`src/rtl/seg595_pkg.sv`:
```
// Shared types and constants for the 74HC595 multiplexed 7-segment scan driver.
package seg595_pkg;

    typedef enum logic [2:0] {IDLE, LOAD, SHIFT, LATCH, HOLD} state_e;

    localparam logic [7:0] SEG_BLANK = 8'h00;
    localparam logic [7:0] SEL_NONE  = 8'hFF;

    // Segment pattern g..a (bit 6..0), active high, for one hex nibble.
    function automatic logic [6:0] hex_pattern(input logic [3:0] h);
        logic [6:0] p;
        case (h)
            4'h0: p = 7'h3F;
            4'h1: p = 7'h06;
            4'h2: p = 7'h5B;
            4'h3: p = 7'h4F;
            4'h4: p = 7'h66;
            4'h5: p = 7'h6D;
            4'h6: p = 7'h7D;
            4'h7: p = 7'h07;
            4'h8: p = 7'h7F;
            4'h9: p = 7'h6F;
            4'hA: p = 7'h77;
            4'hB: p = 7'h7C;
            4'hC: p = 7'h39;
            4'hD: p = 7'h5E;
            4'hE: p = 7'h79;
            default: p = 7'h71;
        endcase
        return p;
    endfunction

endpackage

```
`src/rtl/seg595_if.sv`:
```
// Pin bundle toward the two-chip 74HC595 chain.
interface seg595_if;
    logic ser_data;
    logic ser_clk;
    logic ser_latch;
    logic ser_oe_n;

    modport master (output ser_data, ser_clk, ser_latch, ser_oe_n);
    modport slave  (input  ser_data, ser_clk, ser_latch, ser_oe_n);
endinterface

```
`src/rtl/seg_hex_decode.sv`:
```
// Combinational hex nibble + decimal point to 7-segment byte {dp, g..a}.
module seg_hex_decode
    import seg595_pkg::*;
(
    input  logic [3:0] hex,
    input  logic       dp,
    output logic [7:0] seg
);
    assign seg = {dp, hex_pattern(hex)};
endmodule

```
`src/rtl/seg595_scan_driver.sv`:
```
// Multiplexed 7-segment scan driver for a two-chip 74HC595 chain.
// Per digit: LOAD word, SHIFT 16 bits MSB first, LATCH, HOLD, next digit.
// Optional leading-zero blanking is enabled by defining SEG595_LZB_EN.
module seg595_scan_driver
    import seg595_pkg::*;
#(
    parameter int DIGITS      = 4,
    parameter int CLK_DIV     = 2,
    parameter int HOLD_CYCLES = 8
) (
    input  logic                  clk,
    input  logic                  rst,
    input  logic                  en,
    input  logic [4*DIGITS-1:0]   digits_in,
    input  logic [DIGITS-1:0]     dp_in,
    seg595_if.master              pins,
    output logic                  busy,
    output logic                  frame_done
);
    // One counter serves the ser_clk divider, the latch width and the hold time.
    localparam int CNT_MAX = (CLK_DIV > HOLD_CYCLES) ? CLK_DIV : HOLD_CYCLES;
    localparam int CNT_W   = $clog2(CNT_MAX + 1);
    localparam logic [CNT_W-1:0] DIV_LAST  = CNT_W'(CLK_DIV - 1);
    localparam logic [CNT_W-1:0] HOLD_LAST = CNT_W'((HOLD_CYCLES > 0) ? HOLD_CYCLES - 1 : 0);
    localparam logic [2:0]       IDX_LAST  = 3'(DIGITS - 1);

    state_e              state_q, state_d;
    logic [CNT_W-1:0]    cnt_q, cnt_d;
    logic                phase_q, phase_d;
    logic [3:0]          bit_q, bit_d;
    logic [15:0]         shreg_q, shreg_d;
    logic [2:0]          idx_q, idx_d;
    logic [4*DIGITS-1:0] snap_dig_q, snap_dig_d;
    logic [DIGITS-1:0]   snap_dp_q, snap_dp_d;
    logic                snap_en_q, snap_en_d;
    logic                ser_data_q, ser_data_d;
    logic                ser_clk_q, ser_clk_d;
    logic                ser_latch_q, ser_latch_d;
    logic                oe_n_q;
    logic                busy_q, busy_d;
    logic                fd_q, fd_d;

    logic [4*DIGITS-1:0] src_dig;
    logic [DIGITS-1:0]   src_dp;
    logic                src_en;
    logic [31:0]         dig_pad;
    logic [7:0]          dp_pad;
    logic [3:0]          cur_hex;
    logic                cur_dp;
    logic                blank;
    logic [7:0]          dec_seg, seg, sel_n;
    logic [15:0]         word;

    seg_hex_decode u_dec (.hex(cur_hex), .dp(cur_dp), .seg(dec_seg));

    // Word for the current digit; digit 0 reads live inputs since that LOAD takes the snapshot.
    always_comb begin
        src_dig = (idx_q == 3'd0) ? digits_in : snap_dig_q;
        src_dp  = (idx_q == 3'd0) ? dp_in     : snap_dp_q;
        src_en  = (idx_q == 3'd0) ? en        : snap_en_q;
        dig_pad = 32'(src_dig);
        dp_pad  = 8'(src_dp);
        cur_hex = dig_pad[{idx_q, 2'b00} +: 4];
        cur_dp  = dp_pad[idx_q];
`ifdef SEG595_LZB_EN
        // Blank when this digit and everything above it are zero.
        blank   = (idx_q != 3'd0) && ((dig_pad >> {idx_q, 2'b00}) == 32'd0);
`else
        blank   = 1'b0;
`endif
        seg     = blank ? {dec_seg[7], SEG_BLANK[6:0]} : dec_seg;
        sel_n   = ~(8'h01 << idx_q);
        word    = src_en ? {sel_n, seg} : {SEL_NONE, SEG_BLANK};
    end

    // Next-state logic; pin outputs are derived from next state so they leave flops aligned with state_q.
    always_comb begin
        state_d    = state_q;
        cnt_d      = cnt_q;
        phase_d    = phase_q;
        bit_d      = bit_q;
        shreg_d    = shreg_q;
        idx_d      = idx_q;
        snap_dig_d = snap_dig_q;
        snap_dp_d  = snap_dp_q;
        snap_en_d  = snap_en_q;
        fd_d       = 1'b0;
        unique case (state_q)
            IDLE: state_d = LOAD;
            LOAD: begin
                shreg_d = word;
                cnt_d   = '0;
                phase_d = 1'b0;
                bit_d   = 4'd0;
                state_d = SHIFT;
                if (idx_q == 3'd0) begin
                    snap_dig_d = digits_in;
                    snap_dp_d  = dp_in;
                    snap_en_d  = en;
                end
            end
            SHIFT: begin
                if (cnt_q == DIV_LAST) begin
                    cnt_d = '0;
                    if (!phase_q) begin
                        phase_d = 1'b1;
                    end else begin
                        phase_d = 1'b0;
                        if (bit_q == 4'd15) begin
                            state_d = LATCH;
                        end else begin
                            bit_d   = bit_q + 4'd1;
                            shreg_d = {shreg_q[14:0], 1'b0};
                        end
                    end
                end else begin
                    cnt_d = cnt_q + 1'b1;
                end
            end
            LATCH: begin
                if (cnt_q == DIV_LAST) begin
                    cnt_d   = '0;
                    idx_d   = (idx_q == IDX_LAST) ? 3'd0 : idx_q + 3'd1;
                    fd_d    = (idx_q == IDX_LAST);
                    state_d = (HOLD_CYCLES == 0) ? LOAD : HOLD;
                end else begin
                    cnt_d = cnt_q + 1'b1;
                end
            end
            HOLD: begin
                if (cnt_q == HOLD_LAST) begin
                    cnt_d   = '0;
                    state_d = LOAD;
                end else begin
                    cnt_d = cnt_q + 1'b1;
                end
            end
            default: state_d = IDLE;
        endcase
        ser_clk_d   = (state_d == SHIFT) && phase_d;
        ser_data_d  = (state_d == SHIFT) && shreg_d[15];
        ser_latch_d = (state_d == LATCH);
        busy_d      = (state_d != IDLE);
    end

    // State and output registers; reset aborts any transfer in progress.
    always_ff @(posedge clk) begin
        if (rst) begin
            state_q     <= IDLE;
            cnt_q       <= '0;
            phase_q     <= 1'b0;
            bit_q       <= 4'd0;
            shreg_q     <= '0;
            idx_q       <= 3'd0;
            snap_dig_q  <= '0;
            snap_dp_q   <= '0;
            snap_en_q   <= 1'b0;
            ser_data_q  <= 1'b0;
            ser_clk_q   <= 1'b0;
            ser_latch_q <= 1'b0;
            oe_n_q      <= 1'b1;
            busy_q      <= 1'b0;
            fd_q        <= 1'b0;
        end else begin
            state_q     <= state_d;
            cnt_q       <= cnt_d;
            phase_q     <= phase_d;
            bit_q       <= bit_d;
            shreg_q     <= shreg_d;
            idx_q       <= idx_d;
            snap_dig_q  <= snap_dig_d;
            snap_dp_q   <= snap_dp_d;
            snap_en_q   <= snap_en_d;
            ser_data_q  <= ser_data_d;
            ser_clk_q   <= ser_clk_d;
            ser_latch_q <= ser_latch_d;
            oe_n_q      <= ~en;
            busy_q      <= busy_d;
            fd_q        <= fd_d;
        end
    end

    assign pins.ser_data  = ser_data_q;
    assign pins.ser_clk   = ser_clk_q;
    assign pins.ser_latch = ser_latch_q;
    assign pins.ser_oe_n  = oe_n_q;
    assign busy           = busy_q;
    assign frame_done     = fd_q;

endmodule
```
`src/flat_wrapper.sv`:
```
// flat-port wrapper written by rule: the top's interface ports become plain ports
module seg595_scan_driver_flat import seg595_pkg::*;
#(
    parameter int DIGITS      = 4,
    parameter int CLK_DIV     = 2,
    parameter int HOLD_CYCLES = 8
)
  (clk, rst, en, digits_in, dp_in, busy, frame_done, pins_ser_data, pins_ser_clk, pins_ser_latch, pins_ser_oe_n);
  seg595_if pins_i ();
  input  logic clk;
  input  logic rst;
  input  logic en;
  input  logic [4*DIGITS-1:0] digits_in;
  input  logic [DIGITS-1:0] dp_in;
  output logic busy;
  output logic frame_done;
  output wire logic [$bits(pins_i.ser_data)-1:0] pins_ser_data;
  output wire logic [$bits(pins_i.ser_clk)-1:0] pins_ser_clk;
  output wire logic [$bits(pins_i.ser_latch)-1:0] pins_ser_latch;
  output wire logic [$bits(pins_i.ser_oe_n)-1:0] pins_ser_oe_n;
  assign pins_ser_data = pins_i.ser_data;
  assign pins_ser_clk = pins_i.ser_clk;
  assign pins_ser_latch = pins_i.ser_latch;
  assign pins_ser_oe_n = pins_i.ser_oe_n;
  seg595_scan_driver #(.DIGITS(DIGITS), .CLK_DIV(CLK_DIV), .HOLD_CYCLES(HOLD_CYCLES)) u_core (.clk(clk), .rst(rst), .en(en), .digits_in(digits_in), .dp_in(dp_in), .pins(pins_i), .busy(busy), .frame_done(frame_done));
endmodule
```
`config.mk`:
```
export PLATFORM = sky130hd
export DESIGN_NAME = seg595_scan_driver_flat
export DESIGN_NICKNAME = d
export VERILOG_FILES = /design/src/rtl/seg595_pkg.sv /design/src/rtl/seg595_if.sv /design/src/rtl/seg_hex_decode.sv /design/src/rtl/seg595_scan_driver.sv /design/src/flat_wrapper.sv
export SDC_FILE = /design/constraint.sdc
export NUM_CORES = 1
export LEC_CHECK = 0
export BUFFER_PORTS_ARGS = -buffer_cell sky130_fd_sc_hd__buf_2
export CAP_MARGIN = 20
export CORE_MARGIN = 2
export CORE_UTILIZATION = 55
export CTS_BUF_LIST = sky130_fd_sc_hd__clkbuf_2 sky130_fd_sc_hd__clkbuf_4 sky130_fd_sc_hd__clkbuf_8
export DETAILED_ROUTE_END_ITERATION = 10
export PLACE_DENSITY = 0.9
export SKIP_CTS_REPAIR_TIMING = 1
export SYNTH_ARGS = -nofsm -noshare
export SYNTH_HDL_FRONTEND = slang
export SYNTH_SLANG_ARGS = --single-unit
```
`constraint.sdc`:
```
create_clock -name clk -period 2.8 [get_ports clk]
set_input_delay 0.14 -clock clk [delete_from_list [all_inputs] [get_ports clk]]
set_output_delay 0.14 -clock clk [all_outputs]
set_load 0.05 [all_outputs]
```
# Yosys cells after proc, flatten, opt, wreduce, memory -nomap -nowiden
# Memories as Yosys holds them, arrays and structs flattened.
# Index checks and enable logic that the tools add are counted.
# op_classes
addsub	3
n_eq_ne	13
n_reduce_logical	11
n_mux	27
shifts	2
bitwise	4
n_lt_le_gt_ge	1
# op_table
operator	n
2-to-1 mux 16 bit	5
case mux 16 bit (2 select lines)	1
variable part select 32 x 6 -> 4 bit	1
2-to-1 mux 4 bit	6
2-to-1 mux 3 bit	6
== test 3 x 2 -> 1 bit (second input constant)	5
case mux 3 bit (5 select lines)	1
case mux 4 bit (3 select lines)	1
adder 4 x 1 -> 4 bit (second input constant)	2
NOT 8 bit	1
case mux 4 bit (2 select lines)	1
left shift 1 x 3 -> 8 bit (first input constant)	1
zero test 3 bit	2
nonzero test 3 bit	2
== test 4 x 1 -> 1 bit (second input constant)	1
== test 4 x 3 -> 1 bit (second input constant)	1
== test 4 bit (second input constant)	1
< comparator 3 x 4 -> 1 bit (second input constant)	1
2-to-1 mux 1 bit	4
inequality test 2 x 1 -> 1 bit (second input constant)	2
AND reduction 4 bit	1
adder 3 x 1 -> 3 bit (second input constant)	1
binary-select mux 1 bit (select 3 bit)	1
== test 3 x 1 -> 1 bit (second input constant)	1
other kinds (9)	12
# word_totals
mem_count	1
rom_bits	112
ff_bits	58
inputBits	23
wordCells	78
out_inout_bits	6
# memory_table
name	words	word_bits	read_ports	rd_ports_with_merged_regs	wr	line	text
(name not given)	16	7	1	0	0	seg595_pkg.sv:12	case (h)

# Logic depth before layout (Yosys ltp)
# logic_depth
word_depth	7
mapped_depth	14
mapped_depth_nobuf	12

# Hierarchy
# From an unflattened synthesis, not the netlist that was laid out.
# unflattened
cells_unflattened	367
area_unflattened_um2	3143.0
# modules_own_cells
module	cells_per_inst	area_each_um2	n_inst	seq_area_each_um2
seg595_scan_driver	333	2852.7	1	1161.1
seg_hex_decode	34	290.3	1	0.0

# Least setup slack after synthesis
# OpenSTA, ideal clock, no wires.
# synth_timing
path_type	register to register
startpoint	reg u_core.idx_q[1]
endpoint	reg u_core.shreg_q[5]
arrival_ns	2.923
stages_incl_launch_ff	14
setup_slack_ns	-0.202
period_less_slack_ns	3.002
setup_time_ns	0.080
required_ns	2.720
n_path_buf	2
path_cell_list	dfxtp_1 > buf_6 > clkinv_1 > ha_1 > and2b_1 > buf_6 > mux4_2 > mux2i_1 > nor2_1 > ha_1 > nor2b_1 > a31oi_1 > o221ai_2 > a211oi_2
# synth_between
elab_chain_cells	6
elab_cells_between_ends	7
cone_classes	1 x shift; 4 x mux; 1 x reduce/logical; 1 x memory
# synth_rtl
item	line	text
from (decl)	seg595_scan_driver.sv:32	logic [2:0] idx_q, idx_d;
from (signal assigned)	seg595_scan_driver.sv:170	idx_q <= idx_d;
zero test 3 bit	seg595_scan_driver.sv:58, seg595_scan_driver.sv:60	
2-to-1 mux 16 bit	seg595_scan_driver.sv:58	src_dig = (idx_q == 3'd0) ? digits_in : snap_dig_q;
variable part select 32 x 6 -> 4 bit	seg595_scan_driver.sv:63	cur_hex = dig_pad[{idx_q, 2'b00} +: 4];
memory (16 x 7 bit)	n/a	
2-to-1 mux 16 bit (*)	seg595_scan_driver.sv:73	word = src_en ? {sel_n, seg} : {SEL_NONE, SEG_BLANK};
case mux 16 bit (2 select lines) (*)	seg595_scan_driver.sv:88	unique case (state_q)
to (signal assigned)	seg595_scan_driver.sv:169	shreg_q <= shreg_d;
to (decl)	seg595_scan_driver.sv:31	logic [15:0] shreg_q, shreg_d;
# Every way passes the cells marked *; elsewhere a longest branch is shown, timed or not.
# A chain may end at the register's enable or synchronous reset.

# Worst setup path in the final report
# Ends and elaborated chain as after synthesis.

==> flow_metrics.env <==
export IMPL_drc=0
export IMPL_power_density_nw_per_um2=620
export IMPL_slew_headroom_pct=54.0
export IMPL_yosys_warnings=0
export IMPL_slew_viol_final=0
export IMPL_ys_seq_area_share_pct=37.1
export IMPL_grt_pass1_vias=2714
export IMPL_synth_enable_flop_cells=0
export IMPL_cts_tree="yes"
export IMPL_antenna_cells=0
export IMPL_path_clk_slew_ps=70
export IMPL_maxCapViolCount=0
export IMPL_layout_drive_gt1_share_pct=22.3
export IMPL_fmax_ghz=0.385
export IMPL_p_leak_nw=1.43
export IMPL_post_place_ws_ps=122
export IMPL_setup_viol=0
export IMPL_crit_type="flop to flop"
export IMPL_dr_pass1_iters=5
export IMPL_setup_worst_path_end_class="flop"
export IMPL_nets=430
export IMPL_start_util_pct=56.9
export IMPL_rows=27
export IMPL_rsz0062_at_grt="no"
export IMPL_ys_flop_type="dfxtp_1"
export IMPL_fin_ws_ps=205
export IMPL_die_w_um=79.5
export IMPL_crit_slowest_cell="mux4_1"
export IMPL_synth_cells=363
export IMPL_cp_start_kind="flop"
export IMPL_hpwl_um=4990
export IMPL_io_buffers=28
export IMPL_drt_total_wl_um=7300
export IMPL_holdWs_ps=38.7
export IMPL_critPathArrivalTime_ps=2870
export IMPL_final_core_util_pct=66.0
export IMPL_clockBufferDepth=2
export IMPL_postSynth_asyncResetShare_pct=0
export IMPL_grt_pass1_wl_um=12400
export IMPL_tightest_slew_ps=691
export IMPL_critPathMaxFanout=10
export IMPL_dieArea_um2=6320
export IMPL_route_antenna_remaining_nets=0
export IMPL_clock_sinks=58
export IMPL_syn2layout_area_growth_pct=16.1
export IMPL_design_core_area_um2=5510
export IMPL_synth_cell_type_count=61
export IMPL_hold_viol=0
export IMPL_synth_nets=398
export IMPL_grt_antenna_before_repair=0
export IMPL_die_h_um=79.5
export IMPL_finalCritPeriodShare_pct=92.7
export IMPL_drt_iter0_drc=192
export IMPL_hold_class="input port to flop"
export IMPL_grt_total_usage_pct=25.2
export IMPL_cpPeakStageDelay_ps=590
export IMPL_ys_ff_latch=58
export IMPL_via_count=2840
export IMPL_syn_area_per_cell_um2=8.63
export IMPL_fin_crit_ps=2600
export IMPL_status="finished, final reports clean"
export IMPL_finalSetupTns_ps=0
export IMPL_wl_per_cell_um=15.5
export IMPL_grt_max_degree=38
export IMPL_h_tree_depth=3
export IMPL_grt_ovfl_total=0
export IMPL_cts_root_buf="clkbuf_8"
export IMPL_cts_inserted_buffers=9
export IMPL_fin_skew_ps=12.1
export IMPL_clk_insertion_delay_late_ps=350
export IMPL_path_cells="buf_4 -> mux4_1 -> mux2_4 -> nand2_2 -> inv_1 -> ha_1 -> nor2b_1 -> a31oi_1 -> o221ai_2 -> a211oi_2"
export IMPL_viasPerCell=6.02
export IMPL_required_ps=3070
export IMPL_ioPinCount=29
export IMPL_gp_congestion=0.973
export IMPL_syn_area_um2=3130
export IMPL_irDropWorstVdd_uv=619
-- power breakdown --
group,switching [mW],total (mW),internal [mW]
logic,0.246,0.409,0.164
registers,0.0540,0.949,0.895
clock network,0.335,0.895,0.559
total,0.635,2.25,1.62
-- critical path: cells and delay by family, from the launching register on --
family	cells	cell delay [ps]
compound gates	3	530
simple gates	2	270
buf+inv	2	280
fa+ha+maj	1	170
mux	2	910
flops	1	350
-- placed cells by master, fill, tap and decap left out, types with 3 or more instances in the layout --
| cell type | count |
|---|---|
| nor2_1 | 33 |
| mux2i_1 | 4 |
| a21oi_1 | 45 |
| inv_1 | 9 |
| a31oi_1 | 3 |
| nor2b_1 | 4 |
| buf_2 | 28 |
| and3b_1 | 4 |
| nand3_1 | 7 |
| nor3_1 | 5 |
| ha_1 | 11 |
| nand2b_1 | 8 |
| mux4_2 | 7 |
| buf_4 | 15 |
| a211oi_2 | 3 |
| o21ai_0 | 8 |
| a221oi_1 | 8 |
| nand2_1 | 58 |
| a2111oi_1 | 3 |
| nand4_1 | 4 |
| dfxtp_1 | 58 |
| nor3b_1 | 3 |
| xor2_1 | 3 |
| and2_1 | 4 |
| clkbuf_8 | 11 |
-- registers in the layout, summed over array words and instances (netlist names), 3 cells and up --
signal,cells
u_core.shreg_q,16
u_core.idx_q,3
u_core.bit_q,4
u_core.state_q,3
u_core.snap_dp_q,4
u_core.cnt_q,4
u_core.snap_dig_q,16
-- cells by family (layout without fill, tap and decap cells) --
family | after synthesis | in the layout | synth area share (%)
flops | 58 | 58 | 37.1
buf+inv | 34 | 71 | 5.11
mux | 14 | 14 | 7.95
xor+xnor | 5 | 5 | 1.40
simple gates | 151 | 151 | 23.8
compound gates | 89 | 89 | 19.9
fa+ha+maj | 12 | 12 | 4.79
-- Yosys cell counts, types with 2 or more instances --
| cell type | number | share of area [%] |
|---|---|---|
| nor3b_1 | 3 | 0.72 |
| nand3_1 | 7 | 1.1 |
| xnor2_1 | 2 | 0.56 |
| o221ai_2 | 2 | 0.96 |
| nor4_1 | 3 | 0.60 |
| nor2b_1 | 4 | 0.80 |
| a221oi_1 | 8 | 2.2 |
| and2_1 | 4 | 0.80 |
| and3b_1 | 4 | 1.1 |
| buf_6 | 3 | 1.1 |
| ha_1 | 12 | 4.8 |
| and3_1 | 2 | 0.40 |
| a211oi_2 | 3 | 1.2 |
| buf_2 | 2 | 0.32 |
| mux4_2 | 7 | 5.0 |
| o21ai_0 | 8 | 1.3 |
| nor3_1 | 5 | 0.80 |
| nor2_1 | 33 | 4.0 |
| inv_1 | 9 | 1.1 |
| a2111oi_1 | 3 | 0.96 |
| dfxtp_1 | 58 | 37 |
| nor4b_1 | 2 | 0.56 |
| xor2_1 | 3 | 0.84 |
| or4_1 | 2 | 0.48 |
| nand4_1 | 4 | 0.80 |
| nand2_1 | 59 | 7.1 |
| mux2i_1 | 5 | 1.6 |
| nand3b_1 | 2 | 0.48 |
| o31ai_1 | 2 | 0.48 |
| nand2b_1 | 8 | 1.6 |
| a211oi_1 | 2 | 0.48 |
| a21oi_1 | 45 | 7.2 |
| clkbuf_1 | 16 | 1.9 |
| a31oi_1 | 3 | 0.60 |
| buf_4 | 2 | 0.48 |
-- metal layers --
layer,share of wire (%),vias up,track usage (%)
li1,-,1373,-
met1,43,1355,30.0
met2,50,98,42.8
met3,5.5,14,7.69
met4,1.8,0,8.79
met5,0,-,0
-- final cells by class --
type | count | area [um2]
inverter | 11 | 42.5
clock buffer | 12 | 159
timing repair buffer | 44 | 263
sequential | 58 | 1160
fill | 406 | 1870
clock inverter | 4 | 73.8
multi-input combinational | 271 | 1850
tap | 72 | 90.1
-- stage by stage --
stage / power, mW / area, um2 / instances
detailed placement: 1.36 / 3380 / 456
finish: 2.25 / 3640 / 472
CTS: 2.26 / 3620 / 472
floorplan: 1.26 / 3150 / 363
global route: 2.36 / 3640 / 472
global placement: 1.34 / 3370 / 455
-- worst paths after layout --
path	from	endpoint	slack, ps	cells past startpoint
worst max-delay path	u_core.idx_q[1]$_SDFFE_PP0P_	u_core.shreg_q[5]$_SDFFE_PP0P_	200	10
worst min-delay path	dp_in[3]	u_core.snap_dp_q[3]$_SDFFE_PP0P_	40	3
worst max register to register	u_core.idx_q[1]$_SDFFE_PP0P_	u_core.shreg_q[5]$_SDFFE_PP0P_	200	10
worst min register to register	u_core.snap_dp_q[1]$_SDFFE_PP0P_	u_core.snap_dp_q[1]$_SDFFE_PP0P_	460	2
(Power assumes the default switching activity.)
